--- src/rtl/m_7seg_scan_ctrl_if.sv ---
// Host-side bus of the 7-segment scan controller: display word in, pin-level strobes out.
// The controller itself takes the slave modport; host logic or a bench takes master.
interface m_7seg_scan_ctrl_if #(
   parameter int DIGITS = 4
);
   logic                  w_en;
   logic                  w_ld;
   logic [4*DIGITS-1:0]   w_data;
   logic [DIGITS-1:0]     w_dp;
   logic [DIGITS-1:0]     r_an;
   logic [6:0]            r_seg;
   logic                  r_dp;
   logic                  r_pend;
   logic                  r_frame;

   modport master (
      output w_en, w_ld, w_data, w_dp,
      input  r_an, r_seg, r_dp, r_pend, r_frame
   );

   modport slave (
      input  w_en, w_ld, w_data, w_dp,
      output r_an, r_seg, r_dp, r_pend, r_frame
   );
endinterface

--- src/rtl/m_7seg_scan_ctrl.sv ---
// Time-multiplexed common-anode 7-segment scanner with blanking gaps,
// leading-zero suppression and a shadow register committed only at frame start.
module m_7seg_scan_ctrl #(
   parameter int DIGITS = 4,
   parameter int DWELL  = 1000,
   parameter int BLANK  = 8,
   parameter int LZS    = 1
) (
   input  logic               w_clk,
   input  logic               w_rst_n,
   m_7seg_scan_ctrl_if.slave  bus
);

   localparam int CMAX = (DWELL > BLANK) ? DWELL : BLANK;
   localparam int CW   = (CMAX > 1) ? $clog2(CMAX) : 1;
   localparam int IW   = (DIGITS > 1) ? $clog2(DIGITS) : 1;

   typedef enum logic [1:0] {
      IDLE = 2'd0,
      SHOW = 2'd1,
      GAP  = 2'd2
   } state_e;

   state_e              r_state;
   logic [IW-1:0]       r_idx;
   logic [CW-1:0]       r_cnt;
   logic [4*DIGITS-1:0] r_shData;
   logic [DIGITS-1:0]   r_shDp;
   logic [4*DIGITS-1:0] r_dData;
   logic [DIGITS-1:0]   r_dDp;

   state_e              w_stateNext;
   logic [IW-1:0]       w_idxNext;
   logic [IW-1:0]       w_idxInc;
   logic                w_idxWrap;
   logic [CW-1:0]       w_cntNext;
   logic                w_commit;
   logic [4*DIGITS-1:0] w_dataNext;
   logic [DIGITS-1:0]   w_dpNext;
   logic [DIGITS-1:0]   w_lead;
   logic                w_zeroRun;
   logic [DIGITS-1:0]   w_anNext;
   logic [6:0]          w_segNext;
   logic                w_dpOutNext;

   function automatic logic [6:0] segOf(input logic [3:0] nib);
      logic [6:0] seg;
      case (nib)
         4'h0: seg = 7'b1000000;
         4'h1: seg = 7'b1111001;
         4'h2: seg = 7'b0100100;
         4'h3: seg = 7'b0110000;
         4'h4: seg = 7'b0011001;
         4'h5: seg = 7'b0010010;
         4'h6: seg = 7'b0000010;
         4'h7: seg = 7'b1011000;
         4'h8: seg = 7'b0000000;
         4'h9: seg = 7'b0010000;
         4'hA: seg = 7'b0001000;
         4'hB: seg = 7'b0000011;
         4'hC: seg = 7'b1000110;
         4'hD: seg = 7'b0100001;
         4'hE: seg = 7'b0000110;
         default: seg = 7'b0001110;
      endcase
      return seg;
   endfunction

   assign w_idxWrap = (r_idx == IW'(DIGITS - 1));
   assign w_idxInc  = w_idxWrap ? '0 : r_idx + IW'(1);

   // Scan sequencing; a commit happens on every edge that lands in SHOW of digit 0.
   always_comb begin
      w_stateNext = r_state;
      w_idxNext   = r_idx;
      w_cntNext   = r_cnt;
      w_commit    = 1'b0;
      if (!bus.w_en) begin
         w_stateNext = IDLE;
         w_idxNext   = '0;
         w_cntNext   = '0;
      end else begin
         case (r_state)
            IDLE: begin
               w_stateNext = SHOW;
               w_idxNext   = '0;
               w_cntNext   = '0;
               w_commit    = 1'b1;
            end
            SHOW: begin
               if (r_cnt == CW'(DWELL - 1)) begin
                  w_cntNext = '0;
                  if (BLANK == 0) begin
                     w_idxNext = w_idxInc;
                     w_commit  = w_idxWrap;
                  end else begin
                     w_stateNext = GAP;
                  end
               end else begin
                  w_cntNext = r_cnt + CW'(1);
               end
            end
            GAP: begin
               if (r_cnt == CW'(BLANK - 1)) begin
                  w_stateNext = SHOW;
                  w_idxNext   = w_idxInc;
                  w_cntNext   = '0;
                  w_commit    = w_idxWrap;
               end else begin
                  w_cntNext = r_cnt + CW'(1);
               end
            end
            default: begin
               w_stateNext = IDLE;
               w_idxNext   = '0;
               w_cntNext   = '0;
            end
         endcase
      end
   end

   // Outputs are computed from the next state so the registered pins match the state they belong to.
   always_comb begin
      w_dataNext  = (w_commit && bus.r_pend) ? r_shData : r_dData;
      w_dpNext    = (w_commit && bus.r_pend) ? r_shDp   : r_dDp;
      w_zeroRun   = 1'b1;
      w_lead      = '0;
      w_anNext    = '1;
      w_segNext   = 7'b1111111;
      w_dpOutNext = 1'b1;
      for (int i = DIGITS - 1; i >= 1; i--) begin
         w_zeroRun = w_zeroRun && (w_dataNext[4*i +: 4] == 4'h0);
         w_lead[i] = w_zeroRun;
      end
      if (w_stateNext == SHOW) begin
         w_anNext[w_idxNext] = 1'b0;
         w_dpOutNext         = ~w_dpNext[w_idxNext];
         if ((LZS != 0) && w_lead[w_idxNext]) begin
            w_segNext = 7'b1111111;
         end else begin
            w_segNext = segOf(w_dataNext[{w_idxNext, 2'b00} +: 4]);
         end
      end
   end

   // A load on the commit edge wins for r_pend: the older shadow goes to display, the new one waits.
   always_ff @(posedge w_clk or negedge w_rst_n) begin
      if (!w_rst_n) begin
         r_state     <= IDLE;
         r_idx       <= '0;
         r_cnt       <= '0;
         r_shData    <= '0;
         r_shDp      <= '0;
         r_dData     <= '0;
         r_dDp       <= '0;
         bus.r_an    <= '1;
         bus.r_seg   <= 7'b1111111;
         bus.r_dp    <= 1'b1;
         bus.r_pend  <= 1'b0;
         bus.r_frame <= 1'b0;
      end else begin
         r_state     <= w_stateNext;
         r_idx       <= w_idxNext;
         r_cnt       <= w_cntNext;
         r_dData     <= w_dataNext;
         r_dDp       <= w_dpNext;
         if (bus.w_ld) begin
            r_shData <= bus.w_data;
            r_shDp   <= bus.w_dp;
         end
         if (bus.w_ld) begin
            bus.r_pend <= 1'b1;
         end else if (w_commit) begin
            bus.r_pend <= 1'b0;
         end
         bus.r_an    <= w_anNext;
         bus.r_seg   <= w_segNext;
         bus.r_dp    <= w_dpOutNext;
         bus.r_frame <= w_commit;
      end
   end

endmodule

--- src/flat_wrapper.sv ---
// flat-port wrapper written by rule: the top's interface ports become plain ports
module m_7seg_scan_ctrl_flat 
#(
   parameter int DIGITS = 4,
   parameter int DWELL  = 1000,
   parameter int BLANK  = 8,
   parameter int LZS    = 1
)
  (w_clk, w_rst_n, bus_w_en, bus_w_ld, bus_w_data, bus_w_dp, bus_r_an, bus_r_seg, bus_r_dp, bus_r_pend, bus_r_frame);
  m_7seg_scan_ctrl_if #(.DIGITS(DIGITS)) bus_i ();
  input  logic w_clk;
  input  logic w_rst_n;
  input wire logic [$bits(bus_i.w_en)-1:0] bus_w_en;
  input wire logic [$bits(bus_i.w_ld)-1:0] bus_w_ld;
  input wire logic [$bits(bus_i.w_data)-1:0] bus_w_data;
  input wire logic [$bits(bus_i.w_dp)-1:0] bus_w_dp;
  output wire logic [$bits(bus_i.r_an)-1:0] bus_r_an;
  output wire logic [$bits(bus_i.r_seg)-1:0] bus_r_seg;
  output wire logic [$bits(bus_i.r_dp)-1:0] bus_r_dp;
  output wire logic [$bits(bus_i.r_pend)-1:0] bus_r_pend;
  output wire logic [$bits(bus_i.r_frame)-1:0] bus_r_frame;
  assign bus_i.w_en = bus_w_en;
  assign bus_i.w_ld = bus_w_ld;
  assign bus_i.w_data = bus_w_data;
  assign bus_i.w_dp = bus_w_dp;
  assign bus_r_an = bus_i.r_an;
  assign bus_r_seg = bus_i.r_seg;
  assign bus_r_dp = bus_i.r_dp;
  assign bus_r_pend = bus_i.r_pend;
  assign bus_r_frame = bus_i.r_frame;
  m_7seg_scan_ctrl #(.DIGITS(DIGITS), .DWELL(DWELL), .BLANK(BLANK), .LZS(LZS)) u_core (.w_clk(w_clk), .w_rst_n(w_rst_n), .bus(bus_i));
endmodule
--- config.mk ---
export PLATFORM = sky130hd
export DESIGN_NAME = m_7seg_scan_ctrl_flat
export DESIGN_NICKNAME = d
export VERILOG_FILES = /design/src/rtl/m_7seg_scan_ctrl_if.sv /design/src/rtl/m_7seg_scan_ctrl.sv /design/src/flat_wrapper.sv
export SDC_FILE = /design/constraint.sdc
export NUM_CORES = 1
export LEC_CHECK = 0
export ABC_AREA = 1
export BUFFER_PORTS_ARGS = -buffer_cell sky130_fd_sc_hd__buf_2
export CORE_MARGIN = 4
export CORE_UTILIZATION = 60
export DETAILED_ROUTE_END_ITERATION = 10
export PLACE_DENSITY = 0.86
export SYNTH_ARGS = -nofsm -noshare
export SYNTH_HDL_FRONTEND = slang
export SYNTH_SLANG_ARGS = --single-unit
--- constraint.sdc ---
create_clock -name w_clk -period 6.6 [get_ports w_clk]
set_clock_uncertainty 0.05 [all_clocks]
set_input_delay 0.66 -clock w_clk [delete_from_list [all_inputs] [get_ports w_clk]]
set_output_delay 0.66 -clock w_clk [all_outputs]
set_load 0.05 [all_outputs]
==> impl_metrics.tcl <==
set metrics [dict create \
    num_vias 2769 \
    via_per_inst 5.305 \
    layout_commonest_cell "nand2_1" \
    synth_area_mm2 0.003526 \
    cts_post_setup_buffers_inserted 0 \
    clk_latency_ns 0.34 \
    numCtsBuffers 9 \
    report.final.slew_viol_count 0 \
    io_buffer_count 37 \
    grt_pass1_vias 2757 \
    status "finished clean" \
    reg2reg_depth 18 \
    startpoint_type "flop" \
    wl_per_cell_um 13.53 \
    finalPower_mw 1.063 \
    synth_nets 443 \
    drc 0 \
    place_congestion 0.8901 \
    critPathKind "reg -> reg" \
    cp_slowest_cell "dfrtp_1" \
    path_depth 18 \
    die_x_um 84.66 \
    core_mm2 0.005608 \
    critical_path.cell_chain "inv_1 > ha_1 > nand2_1 > inv_1 > nand3_2 > nand2_4 > nand3_4 > nand2_1 > nand2_1 > nand2_1 > nand2_1 > nor2_4 > inv_1 > ha_1 > inv_1 > nand2_1 > nand3_1 > nand3_1" \
    netlist-cell-type-count 34 \
    p_comb_frac 0.218 \
    p_per_area_mw_per_mm2 270.7 \
    path_clk_slew_ns 0.07 \
    ys_seq_area_frac 0.4869 \
    max_cap_violations 0 \
    die_h_um 84.66 \
    fin_crit_sh 0.4555 \
    cpPeakStageDelay_ns 0.43 \
    antennaDiodeCount 0 \
    grt_max_degree 69 \
    period_minus_slack_ns 3.007 \
    initial_utilization 0.6287 \
    fmaxAchievable_mhz 332.6 \
    swShare 0.3073 \
    synth_cells 408 \
    intPower_mw 0.7361 \
    ctsResizeCount 0 \
    yosysWarnings 0 \
    gr-total-overflow 0 \
    reg2reg_slack_ns 3.59 \
    dr.pass1.iters 5 \
    design_area_mm2 0.003925 \
    leakagePower_nw 1.988 \
    cp_num_buf_inv 4 \
    holdWs_ns 0.4242 \
    routed_wl_um 7062 \
    hold_viol_final 0 \
    cts.sinks 68 \
    ys_seq_elements 68 \
    layout-drive-gt1-share 0.2378 \
    async_flop_share 1.000 \
    avgSynthCellArea_um2 8.642 \
    die_area_mm2 0.007167 \
    grt.total_usage 0.2169 \
    rows 27 \
    rsz0062_at_grt "no" \
    dp_hpwl_um 5015 \
    cp_top_family "simple AND/OR/NAND/NOR gates" \
    drt_iter0_drc 204 \
    placed_cell_area_mm2 0.003729 \
    clockBufferDepth 2 \
    num-nets-final 480 \
    cts_tree "built" \
    ys.flop_type "dfrtp_1" \
    pwr-share-seq 0.459 \
    synth.area.top_cells "dfrtp_1 (40%), nand2_1 (13%), dfstp_2 (8.9%), inv_1 (4.8%), nand3_1 (4.0%)" \
    reg2reg_from "u_core.r_state[0]" \
    finalSetupViolCount 0 \
    worstMarginPinSlew_ns 0.8143 \
    ir_worst_vdd_uv 198.3 \
    cp.required_ns 6.81 \
    antenna_found_initial 0 \
    synth_edf_count 0 \
    area_growth_syn_to_layout_pct 11.32 \
    layout_common_cells "nand2_1 (122), dfrtp_1 (56), inv_1 (45)" \
    root_buffer "clkbuf_8" \
    yosys.area.top_type_share 0.3974 \
    end_kind "flop" \
    crit_arrival_ns 3.21 \
    grt_pass1_wl_um 12450 \
    critPathMaxFanout 30 \
    endpoint "u_core.bus.r_seg[0]" \
    clockPowerShare 0.324 \
    crit_start "u_core.r_state[0]" \
    rr_endpoint "u_core.bus.r_seg[0]" \
    htreeDepth 3 \
    cts_hold_buf 0 \
    ios 38 \
    hp-class "reg -> reg" \
    max-slew-margin-rel 0.4572 \
    synth_top_area_cell "dfrtp_1" \
    worst_path_most_repeated_cell "nand2_1" \
    ant_nets 0 \
    fin_setup_tns_ns 0 \
    switchingPower_mw 0.3266 \
]
-- power groups by stage --
stage	combinational (mW)	sequential [mW]	clock, mW
2_1_floorplan	0.145	0.524	0
6_report	0.231	0.487	0.344
3_5_place_dp	0.229	0.495	0
4_1_cts	0.231	0.487	0.349
5_1_grt	0.260	0.492	0.371
3_3_place_gp	0.223	0.493	0
-- logic make-up after synthesis --
group	share of synthesized area
and+or+nand+nor	0.3151
DFF	0.4869
buffers and inverters	0.07168
AOI/OAI and AO/OA	0.04613
adders and majority gates	0.03903
muxes	0.02874
xor gates and xnor gates	0.01242
-- how the worst min path moves through the flow --
stage,from,endpoint,slack [ns],cells past startpoint
2_1_floorplan,w_rst_n,u_core.bus.r_frame,0.31,0
3_3_place_gp,u_core.r_dDp[2],u_core.r_dDp[2],0.40,2
3_5_place_dp,u_core.r_dDp[2],u_core.r_dDp[2],0.41,2
4_1_cts,u_core.r_dDp[2],u_core.r_dDp[2],0.43,2
5_1_grt,u_core.r_dDp[2],u_core.r_dDp[2],0.45,2
6_report,u_core.r_dDp[2],u_core.r_dDp[2],0.42,2
-- per-layer routing --
layer / share of wire / global-route usage / vias to the layer above
li1: - / - / 1374
met1: 0.44 / 0.2745 / 1308
met2: 0.48 / 0.3502 / 68
met3: 0.054 / 0.05790 / 19
met4: 0.026 / 0.09496 / 0
met5: 0 / 0 / -
-- worst reg2reg max path: stages (launching register included) --
cell and delay, ns:
dfrtp_1 0.43, inv_1 0.13, ha_1 0.28, nand2_1 0.08
inv_1 0.07, nand3_2 0.09, nand2_4 0.20, nand3_4 0.33
nand2_1 0.16, nand2_1 0.11, nand2_1 0.11, nand2_1 0.09
nor2_4 0.16, inv_1 0.10, ha_1 0.22, inv_1 0.07
nand2_1 0.06, nand3_1 0.08, nand3_1 0.09
-- state kept, by name, summed over array words and instances (netlist names), 2 cells and up --
register and flops:
u_core.bus.r_an 4, u_core.r_cnt 10, u_core.r_dDp 4, u_core.r_shData 16, u_core.r_idx 2, u_core.bus.r_seg 7
u_core.r_shDp 4, u_core.r_dData 16, u_core.r_state 2
-- synth_stat cells (2+ instances only) --
master    count
a21oi_1       3
mux2_2        9
clkbuf_1      6
ha_1         11
nand3_1      28
nand4_1      18
and2_1        2
nor2_2        5
nand2_2      12
inv_1        45
o21ai_2       3
dfstp_2      12
nand2_1     122
a22oi_1       2
nor2_4        6
nor3_1        5
dfrtp_1      56
nand2_4       3
o21ai_0      15
nor2_1       24
nand3_2       2
buf_6         4
xor2_1        4
-- final cells by class --
type	instances	area, um2
Sequential cell	68	1717
Fill cell	453	1683
Multi-Input combinational cell	282	1556
Timing Repair Buffer	38	192.7
Inverter	46	172.7
Clock buffer	15	166.4
Tap cell	72	90.09
Clock inverter	1	30.03
-- metrics by stage --
step                      instances  worst slack [ns]    util
after floorplan                 408             4.282       -
after global placement          506             3.773  0.6649
after detailed placement        506             3.673  0.6649
after CTS                       522             3.593  0.6999
after global routing            522             3.309  0.6999
final                           522             3.593  0.6999
(Power assumes the default switching activity.)
